$ cat src/rtl/arm_control_fsm.sv
// arm_control_fsm
// Multicycle control unit for the ARM calculator datapath. It latches one
// instruction, decodes it into immediate/ALU controls for the execution stage,
// sequences fetch/decode/execute/writeback, and holds the NZCV flag register.
// Every architectural write is gated by the condition field, which is evaluated
// against the stored flags.
// Optional feature: define ARM_CTRL_CMP_EN to accept CMP (cmd 1010).
module arm_control_fsm #(
    parameter logic [3:0] RESET_FLAGS = 4'b0000
) (
    input  logic        clk,
    input  logic        rst_n,
    input  logic        instr_valid,
    input  logic [31:0] instr,
    input  logic [3:0]  ALUFlags,
    output logic [1:0]  ImmSrc,
    output logic [1:0]  ALUSrc,
    output logic [1:0]  ALUControl,
    output logic        ir_write,
    output logic        pc_inc,
    output logic        pc_write,
    output logic        reg_write,
    output logic        mem_read,
    output logic        mem_write,
    output logic        result_src,
    output logic [3:0]  flags_q,
    output logic        done,
    output logic        illegal
);

    typedef enum logic [3:0] {
        S_FETCH  = 4'd0,
        S_DECODE = 4'd1,
        S_EXEC   = 4'd2,
        S_ALUWB  = 4'd3,
        S_MEMADR = 4'd4,
        S_MEMRD  = 4'd5,
        S_MEMWB  = 4'd6,
        S_MEMWR  = 4'd7,
        S_BRANCH = 4'd8
    } state_t;

    state_t      r_state;
    state_t      w_state_next;
    logic [31:0] r_ir;
    logic [3:0]  r_flags;

    // Instruction fields taken from the latched word, never from the live bus.
    logic [3:0]  w_cond;
    logic [1:0]  w_op;
    logic        w_imm_op;
    logic [3:0]  w_cmd;
    logic        w_s_bit;      // S for data-processing, L for memory
    logic        w_unused_ir;

    assign w_cond      = r_ir[31:28];
    assign w_op        = r_ir[27:26];
    assign w_imm_op    = r_ir[25];
    assign w_cmd       = r_ir[24:21];
    assign w_s_bit     = r_ir[20];
    assign w_unused_ir = ^r_ir[19:0];

    // Stored flag bits.
    logic w_n, w_z, w_c, w_v;
    assign {w_n, w_z, w_c, w_v} = r_flags;

    // Data-processing command decode.
    logic       w_dp_legal;
    logic [1:0] w_dp_ctl;
    logic       w_is_cmp;

    // Condition evaluation.
    logic w_cond_base;
    logic w_cond_ex;

    // Register-load enables produced by the FSM.
    logic w_ir_load;
    logic w_flag_load;

    // Decode the data-processing command into an ALU operation and legality.
    always_comb begin
        w_dp_legal = 1'b1;
        w_dp_ctl   = 2'b00;
        w_is_cmp   = 1'b0;
        case (w_cmd)
            4'b0100: w_dp_ctl = 2'b00;   // ADD
            4'b0010: w_dp_ctl = 2'b01;   // SUB
            4'b0000: w_dp_ctl = 2'b10;   // AND
            4'b1100: w_dp_ctl = 2'b11;   // ORR
`ifdef ARM_CTRL_CMP_EN
            4'b1010: begin               // CMP: subtract, flags only
                w_dp_ctl = 2'b01;
                w_is_cmp = 1'b1;
            end
`endif
            default: w_dp_legal = 1'b0;
        endcase
    end

    // Condition check: conditions come in complementary pairs, so evaluate the
    // even member from cond[3:1] and invert it when cond[0] is set. The 111x
    // pair then yields AL (1110) = 1 and 1111 = 0 with no special case.
    always_comb begin
        case (w_cond[3:1])
            3'b000:  w_cond_base = w_z;                          // EQ / NE
            3'b001:  w_cond_base = w_c;                          // CS / CC
            3'b010:  w_cond_base = w_n;                          // MI / PL
            3'b011:  w_cond_base = w_v;                          // VS / VC
            3'b100:  w_cond_base = w_c & ~w_z;                   // HI / LS
            3'b101:  w_cond_base = ~(w_n ^ w_v);                 // GE / LT
            3'b110:  w_cond_base = ~w_z & ~(w_n ^ w_v);          // GT / LE
            default: w_cond_base = 1'b1;                         // AL / never
        endcase
        w_cond_ex = w_cond_base ^ w_cond[0];
    end

    // State register; reset aborts any instruction in flight.
    always_ff @(posedge clk or negedge rst_n) begin
        if (!rst_n) begin
            r_state <= S_FETCH;
        end else begin
            r_state <= w_state_next;
        end
    end

    // Instruction register, loaded only on an accepted fetch.
    always_ff @(posedge clk or negedge rst_n) begin
        if (!rst_n) begin
            r_ir <= '0;
        end else if (w_ir_load) begin
            r_ir <= instr;
        end
    end

    // NZCV register, updated at the edge that ends ALU writeback.
    always_ff @(posedge clk or negedge rst_n) begin
        if (!rst_n) begin
            r_flags <= RESET_FLAGS;
        end else if (w_flag_load) begin
            r_flags <= ALUFlags;
        end
    end

    // Next-state and control outputs; everything defaults to idle.
    always_comb begin
        w_state_next = r_state;
        ImmSrc       = 2'b00;
        ALUSrc       = 2'b00;
        ALUControl   = 2'b00;
        ir_write     = 1'b0;
        pc_inc       = 1'b0;
        pc_write     = 1'b0;
        reg_write    = 1'b0;
        mem_read     = 1'b0;
        mem_write    = 1'b0;
        result_src   = 1'b0;
        done         = 1'b0;
        illegal      = 1'b0;
        w_ir_load    = 1'b0;
        w_flag_load  = 1'b0;

        case (r_state)
            S_FETCH: begin
                // Gate with rst_n so a valid held during reset is not reported
                // as accepted while the registers are still cleared.
                w_ir_load = instr_valid & rst_n;
                ir_write  = w_ir_load;
                pc_inc    = w_ir_load;
                if (instr_valid) begin
                    w_state_next = S_DECODE;
                end
            end

            S_DECODE: begin
                case (w_op)
                    2'b00: begin
                        if (w_dp_legal) begin
                            w_state_next = S_EXEC;
                        end else begin
                            illegal      = 1'b1;
                            w_state_next = S_FETCH;
                        end
                    end
                    2'b01:   w_state_next = S_MEMADR;
                    2'b10:   w_state_next = S_BRANCH;
                    default: begin
                        illegal      = 1'b1;
                        w_state_next = S_FETCH;
                    end
                endcase
            end

            S_EXEC: begin
                ImmSrc       = 2'b00;
                ALUSrc       = {1'b0, w_imm_op};
                ALUControl   = w_dp_ctl;
                w_state_next = S_ALUWB;
            end

            S_ALUWB: begin
                ImmSrc       = 2'b00;
                ALUSrc       = {1'b0, w_imm_op};
                ALUControl   = w_dp_ctl;
                reg_write    = w_cond_ex & ~w_is_cmp;
                result_src   = 1'b0;
                w_flag_load  = w_cond_ex & (w_s_bit | w_is_cmp);
                done         = 1'b1;
                w_state_next = S_FETCH;
            end

            S_MEMADR: begin
                ImmSrc       = 2'b01;
                ALUSrc       = 2'b01;
                ALUControl   = 2'b00;
                w_state_next = w_s_bit ? S_MEMRD : S_MEMWR;
            end

            S_MEMRD: begin
                mem_read     = 1'b1;
                w_state_next = S_MEMWB;
            end

            S_MEMWB: begin
                mem_read     = 1'b1;
                result_src   = 1'b1;
                reg_write    = w_cond_ex;
                done         = 1'b1;
                w_state_next = S_FETCH;
            end

            S_MEMWR: begin
                mem_write    = w_cond_ex;
                done         = 1'b1;
                w_state_next = S_FETCH;
            end

            S_BRANCH: begin
                ImmSrc       = 2'b10;
                ALUSrc       = 2'b10;
                ALUControl   = 2'b00;
                pc_write     = w_cond_ex;
                done         = 1'b1;
                w_state_next = S_FETCH;
            end

            default: w_state_next = S_FETCH;
        endcase
    end

    assign flags_q = r_flags;

endmodule

$ cat config.mk
export PLATFORM = sky130hd
export DESIGN_NAME = arm_control_fsm
export DESIGN_NICKNAME = d
export VERILOG_FILES = /design/src/rtl/arm_control_fsm.sv
export SDC_FILE = /design/constraint.sdc
export NUM_CORES = 1
export LEC_CHECK = 0
export ABC_CLOCK_PERIOD_IN_PS = 1800
export BUFFER_PORTS_ARGS = -buffer_cell sky130_fd_sc_hd__buf_2
export CAP_MARGIN = 15
export CORE_ASPECT_RATIO = 0.5
export CORE_MARGIN = 2
export CORE_UTILIZATION = 39
export CTS_BUF_LIST = sky130_fd_sc_hd__clkbuf_2
export DETAILED_ROUTE_END_ITERATION = 10
export PLACE_DENSITY = 0.82
export SKIP_CTS_REPAIR_TIMING = 1
export SYNTH_ARGS = -nofsm -noshare
export SYNTH_HDL_FRONTEND = slang
export SYNTH_SLANG_ARGS = --single-unit
$ cat constraint.sdc
create_clock -name clk -period 1.8 [get_ports clk]
set_clock_uncertainty 0.05 [all_clocks]
set_input_delay 0.09 -clock clk [delete_from_list [all_inputs] [get_ports clk]]
set_output_delay 0.09 -clock clk [all_outputs]
set_load 0.01 [all_outputs]
Word level (Yosys, flattened, before mapping). Index checks and enable logic that the tools add are counted.

Register bits: 40. Output and inout port bits: 19. Logic and storage cells: 63.

Equal/unequal tests: 20. Multiplexer cells: 22. Bitwise operators: 8. Reductions and logical operators: 10.

Operators with widths (number): $eq 4x3->1 const B (5); $pmux 4 s5 (1); $eq 4x2->1 const B (3); $pmux 2 s3 (2); $pmux 4 s3 (1); $mux 1 (11); $eq 3x3->1 const B (3); $eq 4x4->1 const B (2); $logic_not 4->1 (2); $reduce_or 2->1 (4); $reduce_or 4->1 (2); $pmux 1 s7 (1); $eq 3x2->1 const B (2); $mux 2 (3); $and 1x1->1 (4); $eq 4x1->1 const B (1); $mux 4 (1); $pmux 2 s2 (1); $eq 3x1->1 const B (1); $logic_not 3->1 (1); $eq 2x1->1 const B (1); $eq 2x2->1 const B (1); $logic_not 2->1 (1); $ne 2x2->1 const B (1); 3 further kinds (5).

Longest topological paths before layout. Gate-level depths: netlist of run 1.

Depth after elaboration: 7. Mapped depth: 7. Mapped depth without buffers: 5.

Worst setup path after synthesis of run 1. No wires, ideal clock.

Path type: register to register. Start point: register r_flags[0] (netlist: flags_q[0]). End point: register r_flags[0] (netlist: flags_q[0]). Library setup time: 0.125 ns. Arrival: 1.867 ns. Path slack: -0.242 ns. Stages on the path, launching flop included: 6. Clock period less this slack: 2.042 ns. Cell sequence: dfrtp_1 and4bb_2 a31o_2 a221oi_2 mux2i_1 mux2_2.

Word-level cells in the longest chain between the ends: 7.

Ends and longest elaborated chain: start, declared (RTL line 46) `logic [3:0] r_flags;`; start signal, assigned (RTL line 140) `r_flags <= ALUFlags;`; $xor 1x1->1 (RTL line 110, 111); $not 1->1 (RTL line 110, 111); $and 1x1->1 (RTL line 111) `3'b110: w_cond_base = ~w_z & ~(w_n ^ w_v);`; $pmux 1 s7 * (RTL line 104) `case (w_cond[3:1])`; $xor 1x1->1 * (RTL line 114) `w_cond_ex = w_cond_base ^ w_cond[0];`; $and 1x1->1 * (RTL line 206) `w_flag_load = w_cond_ex & (w_s_bit | w_is_cmp);`; $mux 1 * (RTL line 162) `case (r_state)`.

Every way passes the cells marked *; elsewhere a longest branch is shown, timed or not. A chain may end at the register's enable or synchronous reset.

Final worst setup path of run 1.
Start point: register r_ir[30]. End point: output port reg_write.

Word-level cells in the longest chain between the ends: 4. Elaborated cells on any way between the ends: 10.

Ends and longest elaborated chain: start, declared (RTL line 45) `logic [31:0] r_ir;`; start signal, assigned (RTL line 131) `r_ir <= instr;`; $eq 3x3->1, or another cell as far along (RTL line 104); $pmux 1 s7 * (RTL line 104); $xor 1x1->1 * (RTL line 114); $mux 1 * (RTL line 162); end, declared (RTL line 22) `output logic reg_write,`.

Marks and branches as above.

==> results by group, run 1 <==
CTS
  • # H-tree levels: 1
  • Clock slew at reported path FFs: 190 ps
  • Clk root buf: clkbuf_2
  • Worst-skew pair later-pin latency: 320 ps
  • Cts bufs inserted: 3
  • CTS tree: built
  • Clk buf depth: 2
  • CTS Sinks: 20

Power and ir drop
  • Pleak: 0.903 nW
  • Share of total power in the clock network: 0.067
  • Psw: 1.26 mW
  • VDD IR-drop max: 0.852 mV
  • Comb power frac: 0.615
  • Power density over the cells: 1640 mW/mm2
  • Switching share of power: 0.432
  • Int Pwr: 1.66 mW
  • Final Power: 2.93 mW
  • Seq pwr share: 0.318

Worst setup path
  • Slowest stage delay, CP: 500 ps
  • Largest driver fanout on the critical path: 7
  • Crit path max-delay cell type: dfrtp_2
  • CP Launch Type: register
  • FF-to-FF Start: r_ir[30]
  • CP Class: register to primary output
  • Critical Path AT: 2210 ps
  • CP endpoint kind: primary output
  • FF-to-FF End: flags_q[2]
  • CP delay by family, top: simple AND/OR/NAND/NOR gates
  • WP buf/inv: 2
  • R2R cell count: 6
  • Critical Path RT: 1660 ps
  • Crit-path cells: and4bb_2 -> a31o_4 -> a221oi_4 -> buf_6 -> xnor2_4 -> nor4b_2 -> buf_2
  • Setup slack, reg-to-reg: -390 ps

Global routing
  • GRT Total Usage: 0.175
  • GR Util met3: 0.0457
  • GRT overflow: 0
  • Largest net degree at the start of global routing: 21
  • Vias in the first global route: 1017
  • GRT met1 Usage: 0.228
  • First-pass GRT wire length: 4580 um
  • Global route hottest layer: met2
  • Initial antenna violation count: 0
  • Routing usage on met2: 0.282

Routing
  • Drt via density: 5.25
  • DRT Wirelength: 3550 um
  • Via count: 1255
  • Drt pass-1 iters: 4
  • Number of antenna-violating nets in the routed design: 0
  • WL/cell: 14.9 um
  • Post-route DRC: 0
  • Iter 0 DRT Violations: 173

Status
  • Status: finished with violations
  • Failing checks: negative setup slack

Yosys
  • XOR/XNOR Fraction of Synth Area: 0.0312
  • Syn Std Cell Area: 0.00112 mm2
  • Async S/R FF share, synth: 1.00
  • YS warnings: 0
  • Post-synth top area share: 0.445
  • Post-Syn Nets: 167
  • Synth Area in Compound Gates: 0.108
  • Count leader, synth: nand2_1
  • Avg Cell Area, Syn: 8.78 um2
  • Post-Synth Adder-Cell Area: 0
  • Synth Area in Simple Gates: 0.294
  • Number of flops mapped to enable cells by yosys: 0
  • Mux contribution to synthesized area: 0.0679
  • Register area share after synthesis: 0.445
  • Main combinational cell family by area after synthesis: simple AND/OR/NAND/NOR gates
  • Area leader, netlist: dfrtp_1
  • Most frequent cells after synthesis: nand2_1 (36), dfrtp_1 (20), nor2_1 (8)
  • Yosys cell types: 35
  • Ys flop type: dfrtp_1
  • Mapped Cells: 128
  • #FFs+latches synth: 20
  • Synth area leaders: dfrtp_1 (45%), nand2_1 (12%), mux2_2 (5.0%), nand3b_1 (3.3%), nor2_1 (2.7%)

Timing
  • Period Utilization, post-route: 1.31
  • Worst slew margin: 0.715
  • Final setup vio count: 7
  • Setup WS post-layout: -552 ps
  • Slew @ Worst Pin: 417 ps
  • Final Hold Fails: 0
  • Highest Clock Rate: 425 MHz
  • Post-layout min period: 2350 ps
  • RSZ-0062 raised after global routing: yes
  • Max-slew violations: 0

Hold path
  • Worst Hold Depth: 3
  • Hold WC Path Type: input pin to register
  • Hold_sp: instr_valid
  • Worst Hold Path EP: r_state[0]

Final layout
  • Final Net Count: 242
  • Synth-to-Final Area Change: 58.7%
  • Final Util: 0.668
  • Fillcell total: 201
  • Final Non-Filler Cells: 239
  • Share of cells above drive strength 1: 0.421
  • Finished Cell Area: 0.00178 mm2
  • N_diodes: 0

Place
  • Dpl cell area: 0.00146 mm2
  • Routability cong.: 0.848
  • IO Port Bufs: 37
  • Cell total after placement: 209
  • Pre-CTS setup slack: -305 ps
  • Hpwl dp: 2080 um

Die
  • I/O pins: 58
  • Die Span Y: 42.0 um
  • DIE AREA: 0.00335 mm2
  • Die W: 79.9 um
  • FP Rows: 13
  • Initial Utilization: 0.421
  • Core area: 0.00267 mm2

Job
  • Max Cap Viol: 0
[area by class of cell]
class	count	area (um2)	area share
inverter	6	26.3	0.0147
multi-input combinational	94	651	0.365
clock buffer	4	20.0	0.0112
timing repair inverter	1	5.00	0.00281
sequential	20	503	0.282
tap	37	46.3	0.0260
timing repair buffer	77	532	0.298
[power by group through the flow]
stage | logic, mW | registers [mW] | clock network (mW)
5_1_grt | 1.93 | 0.949 | 0.215
6_report | 1.80 | 0.931 | 0.196
4_1_cts | 1.43 | 0.875 | 0.202
3_3_place_gp | 1.37 | 0.863 | 0
3_5_place_dp | 1.42 | 0.882 | 0
2_1_floorplan | 0.910 | 0.850 | 0
[through the flow]
step                hold slack [ps]  TNS (ps)
finish                          165     -2970
global route                    172     -3470
CTS                            -334     -3290
detailed placement             50.3     -1750
global placement               47.4     -1120
floorplan                      -256      -662
[kinds of logic (layout without fill, tap and decap cells)]
| kind of cell | after synthesis | after routing |
|---|---|---|
| DFF | 20 | 20 |
| and+or+nand+nor | 67 | 67 |
| xor gates and xnor gates | 4 | 4 |
| AOI/OAI and AO/OA | 16 | 16 |
| buffers and inverters | 14 | 88 |
| muxes | 7 | 7 |
[registers in the layout (all words and copies together), names as in the netlist]
signal,count
r_ir,12
flags_q,4
r_state,4
[worst reg2reg max path, delay by kind of cell (launching register included)]
kind / cells / cell delay, ps
mux: 2 / 650
flops: 1 / 500
compound gates: 2 / 450
simple gates: 1 / 260
buf+inv: 1 / 190
[worst max-delay path by stage]
stage	from	cells past startpoint	to	slack [ps]
global placement	r_ir[30]	5	flags_q[2]	-210
floorplan	flags_q[0]	5	flags_q[1]	-180
global route	r_ir[30]	7	reg_write	-660
detailed placement	r_ir[30]	5	flags_q[2]	-300
CTS	r_ir[30]	7	reg_write	-630
finish	r_ir[30]	7	reg_write	-550
[cell usage in the layout (no fill, tap or decap), types with 2 or more instances in the layout]
| master | netlist | routed |
|---|---|---|
| nand2_1 | 36 | 36 |
| dfrtp_1 | 20 | 18 |
| buf_2 | 0 | 37 |
| nor4b_2 | 0 | 2 |
| nor3_1 | 4 | 4 |
| a21oi_1 | 5 | 5 |
| clkbuf_2 | 0 | 4 |
| o21ai_0 | 2 | 2 |
| nand3b_1 | 5 | 5 |
| mux2_2 | 5 | 3 |
| nor2_1 | 8 | 7 |
| inv_1 | 6 | 5 |
| dfrtp_2 | 0 | 2 |
| dlygate4sd3_1 | 0 | 17 |
| mux2_4 | 0 | 2 |
| and3_1 | 2 | 2 |
| buf_4 | 2 | 22 |
| xnor2_1 | 3 | 2 |
[routing by layer]
layer  routed length, um  vias to the layer above
met5                   0                        -
met4                  34                        0
met3                 291                        5
met2                1640                       73
met1                1590                      592
li1                    -                      585
No activity file was read; power rests on OpenSTA's default activity.
==> run 2: changes to the inputs <==
- CORE_MARGIN: 2 -> not set
- SLEW_MARGIN: not set -> 10
==> run 2 against run 1 <==
The flow still finishes with violations (negative setup slack); die area is 7.2% lower; worst setup slack got worse by 67 ps; global-route usage grew 0.54 points; flip-flop and latch count is the same; routed wire length increased by 4.3%; clock power rose by 83%; register-to-register slack hardly changed; critical endpoint unchanged; highest routed layer unchanged.
==> results by group, run 2 (same netlist as run 1, synthesis figures left out) <==
Status
  • Status: finished with violations (unchanged)
  • Failing checks: negative setup slack (unchanged)

Timing
  • Final Hold Fails: 0 (unchanged)
  • Setup WS post-layout: -618 ps (was -552 ps)
  • Final setup vio count: 7 (unchanged)
  • RSZ-0062 raised after global routing: yes (unchanged)
  • WHS: 43.8 ps (was 165 ps)
  • Max-slew violations: 0 (unchanged)
  • Worst slew margin: 0.773 (was 0.715)
  • Setup TNS: -3160 ps (was -2970 ps)
  • Period Utilization, post-route: 1.34 (was 1.31)
  • Highest Clock Rate: 414 MHz (was 425 MHz)
  • Slew @ Worst Pin: 332 ps (was 417 ps)
  • Post-layout min period: 2420 ps (was 2350 ps)

Worst setup path
  • CP endpoint kind: primary output (unchanged)
  • Largest driver fanout on the critical path: 7 (unchanged)
  • CP Class: register to primary output (unchanged)
  • CP Launch Type: register (unchanged)
  • Critical Path RT: 1660 ps (about the same)
  • Critical Path AT: 2280 ps (was 2210 ps)

Final layout
  • N_diodes: 0 (unchanged)
  • Most common cell after layout, fill and taps aside: buf_2 (unchanged)
  • Final Net Count: 247 (was 242)
  • Largest Register: r_ir (unchanged)
  • Commonest cells after routing, fill and taps aside: buf_2 (37), nand2_1 (36), buf_4 (28), dfrtp_1 (17), dlygate4sd3_1 (17) (was buf_2 (37), nand2_1 (36), buf_4 (22), dfrtp_1 (18), dlygate4sd3_1 (17))
  • Final Non-Filler Cells: 244 (was 239)
  • Synth-to-Final Area Change: 63.0% (was 58.7%)
  • Share of cells above drive strength 1: 0.430 (was 0.421)
  • Max reg flops: 12 (unchanged)
  • Final Util: 0.687 (was 0.668)
  • Finished Cell Area: 0.00183 mm2 (was 0.00178 mm2)
  • Fillcell total: 189 (was 201)

Power and ir drop
  • Power density over the cells: 1700 mW/mm2 (was 1640 mW/mm2)
  • Switching share of power: 0.414 (was 0.432)
  • Comb power frac: 0.589 (was 0.615)
  • Share of total power in the clock network: 0.115 (was 0.067)
  • Psw: 1.29 mW (was 1.26 mW)
  • Pleak: 0.936 nW (was 0.903 nW)
  • VDD IR-drop max: 0.726 mV (was 0.852 mV)
  • Final Power: 3.11 mW (was 2.93 mW)
  • Int Pwr: 1.82 mW (was 1.66 mW)
  • Seq pwr share: 0.296 (was 0.318)

Die
  • DIE AREA: 0.00311 mm2 (was 0.00335 mm2)
  • Core area: 0.00267 mm2 (unchanged)
  • Die Span Y: 40.0 um (was 42.0 um)
  • Initial Utilization: 0.421 (unchanged)
  • Die W: 77.9 um (was 79.9 um)
  • I/O pins: 58 (unchanged)
  • FP Rows: 13 (unchanged)

CTS
  • CTS Sinks: 20 (unchanged)
  • Clk root buf: clkbuf_2 (unchanged)
  • Worst-skew pair later-pin latency: 370 ps (was 320 ps)
  • Clock slew at reported path FFs: 230 ps (was 190 ps)
  • # H-tree levels: 1 (unchanged)
  • Clk buf depth: 2 (unchanged)
  • CTS tree: built (unchanged)
  • Cts bufs inserted: 3 (unchanged)

Job
  • Max Cap Viol: 0 (unchanged)

Place
  • Routability cong.: 0.834 (was 0.848)
  • Cell total after placement: 211 (was 209)
  • Hpwl dp: 2000 um (was 2080 um)
  • IO Port Bufs: 37 (unchanged)
  • Dpl cell area: 0.00148 mm2 (was 0.00146 mm2)
  • Pre-CTS setup slack: -284 ps (was -305 ps)

Routing
  • WL/cell: 15.2 um (was 14.9 um)
  • Iter 0 DRT Violations: 96 (was 173)
  • Drt via density: 5.11 (was 5.25)
  • Drt pass-1 iters: 4 (unchanged)
  • DRT Wirelength: 3700 um (was 3550 um)
  • Post-route DRC: 0 (unchanged)
  • Via count: 1248 (was 1255)
  • Number of antenna-violating nets in the routed design: 0 (unchanged)

Global routing
  • Largest net degree at the start of global routing: 21 (unchanged)
  • First-pass GRT wire length: 4040 um (was 4580 um)
  • Vias in the first global route: 886 (was 1017)
  • GRT Total Usage: 0.180 (was 0.175)
  • Initial antenna violation count: 0 (unchanged)
  • GRT overflow: 0 (unchanged)

Hold path
  • Hold WC Path Type: input pin to register (unchanged)
==> run 2: cell count changes in the layout (fill, tap and decap cells not counted), sizes merged <==
cell | previous run | this run
buf | 60 | 66
bufinv | 0 | 1
clkbuf | 4 | 3
clkinvlp | 2 | 1
==> run 2: path summary, 6_finish.rpt <==
kind                       slack, ps          to  cells after the start         from
max reg2reg                     -390  flags_q[1]                      6     r_ir[30]
max in group asynchronous       1300  r_state[1]                      3        rst_n
min                               40  r_state[0]                      3  instr_valid
min reg2reg                      480  r_state[2]                      1   r_state[1]
min in group asynchronous        150    r_ir[30]                      3        rst_n
max                             -620   reg_write                      7     r_ir[30]
==> run 2: power groups by stage <==
| stage | combinational [mW] | clock [mW] | sequential [mW] |
|---|---|---|---|
| 2_1_floorplan | 0.910 | 0 | 0.850 |
| 4_1_cts | 1.46 | 0.342 | 0.871 |
| 3_5_place_dp | 1.44 | 0 | 0.883 |
| 5_1_grt | 1.96 | 0.366 | 0.936 |
| 3_3_place_gp | 1.40 | 0 | 0.870 |
| 6_report | 1.83 | 0.358 | 0.920 |
==> run 2: cell type report <==
cell class,instances,area [um2],share of cell area
clock buffer,3,15.0,0.00820
inverter,6,26.3,0.0143
clock inverter,1,30.0,0.0164
tap,37,46.3,0.0253
sequential,20,504,0.275
timing repair buffer,83,577,0.315
multi-input combinational,94,633,0.346
==> run 2: routing by layer <==
layer / share of wire / GRT usage / up-vias
met5: 0 / 0 / -
met4: 0.016 / 0.0417 / 0
met3: 0.056 / 0.0545 / 10
met2: 0.48 / 0.327 / 57
met1: 0.45 / 0.222 / 588
li1: - / - / 593
==> run 2: worst max-delay path, cell delays in order, from the launching register on <==
cell	delay, ps
dfrtp_2	510
and4bb_2	270
a31o_4	220
a221oi_4	230
buf_6	160
xnor2_4	70
nor4b_2	270
buf_2	170
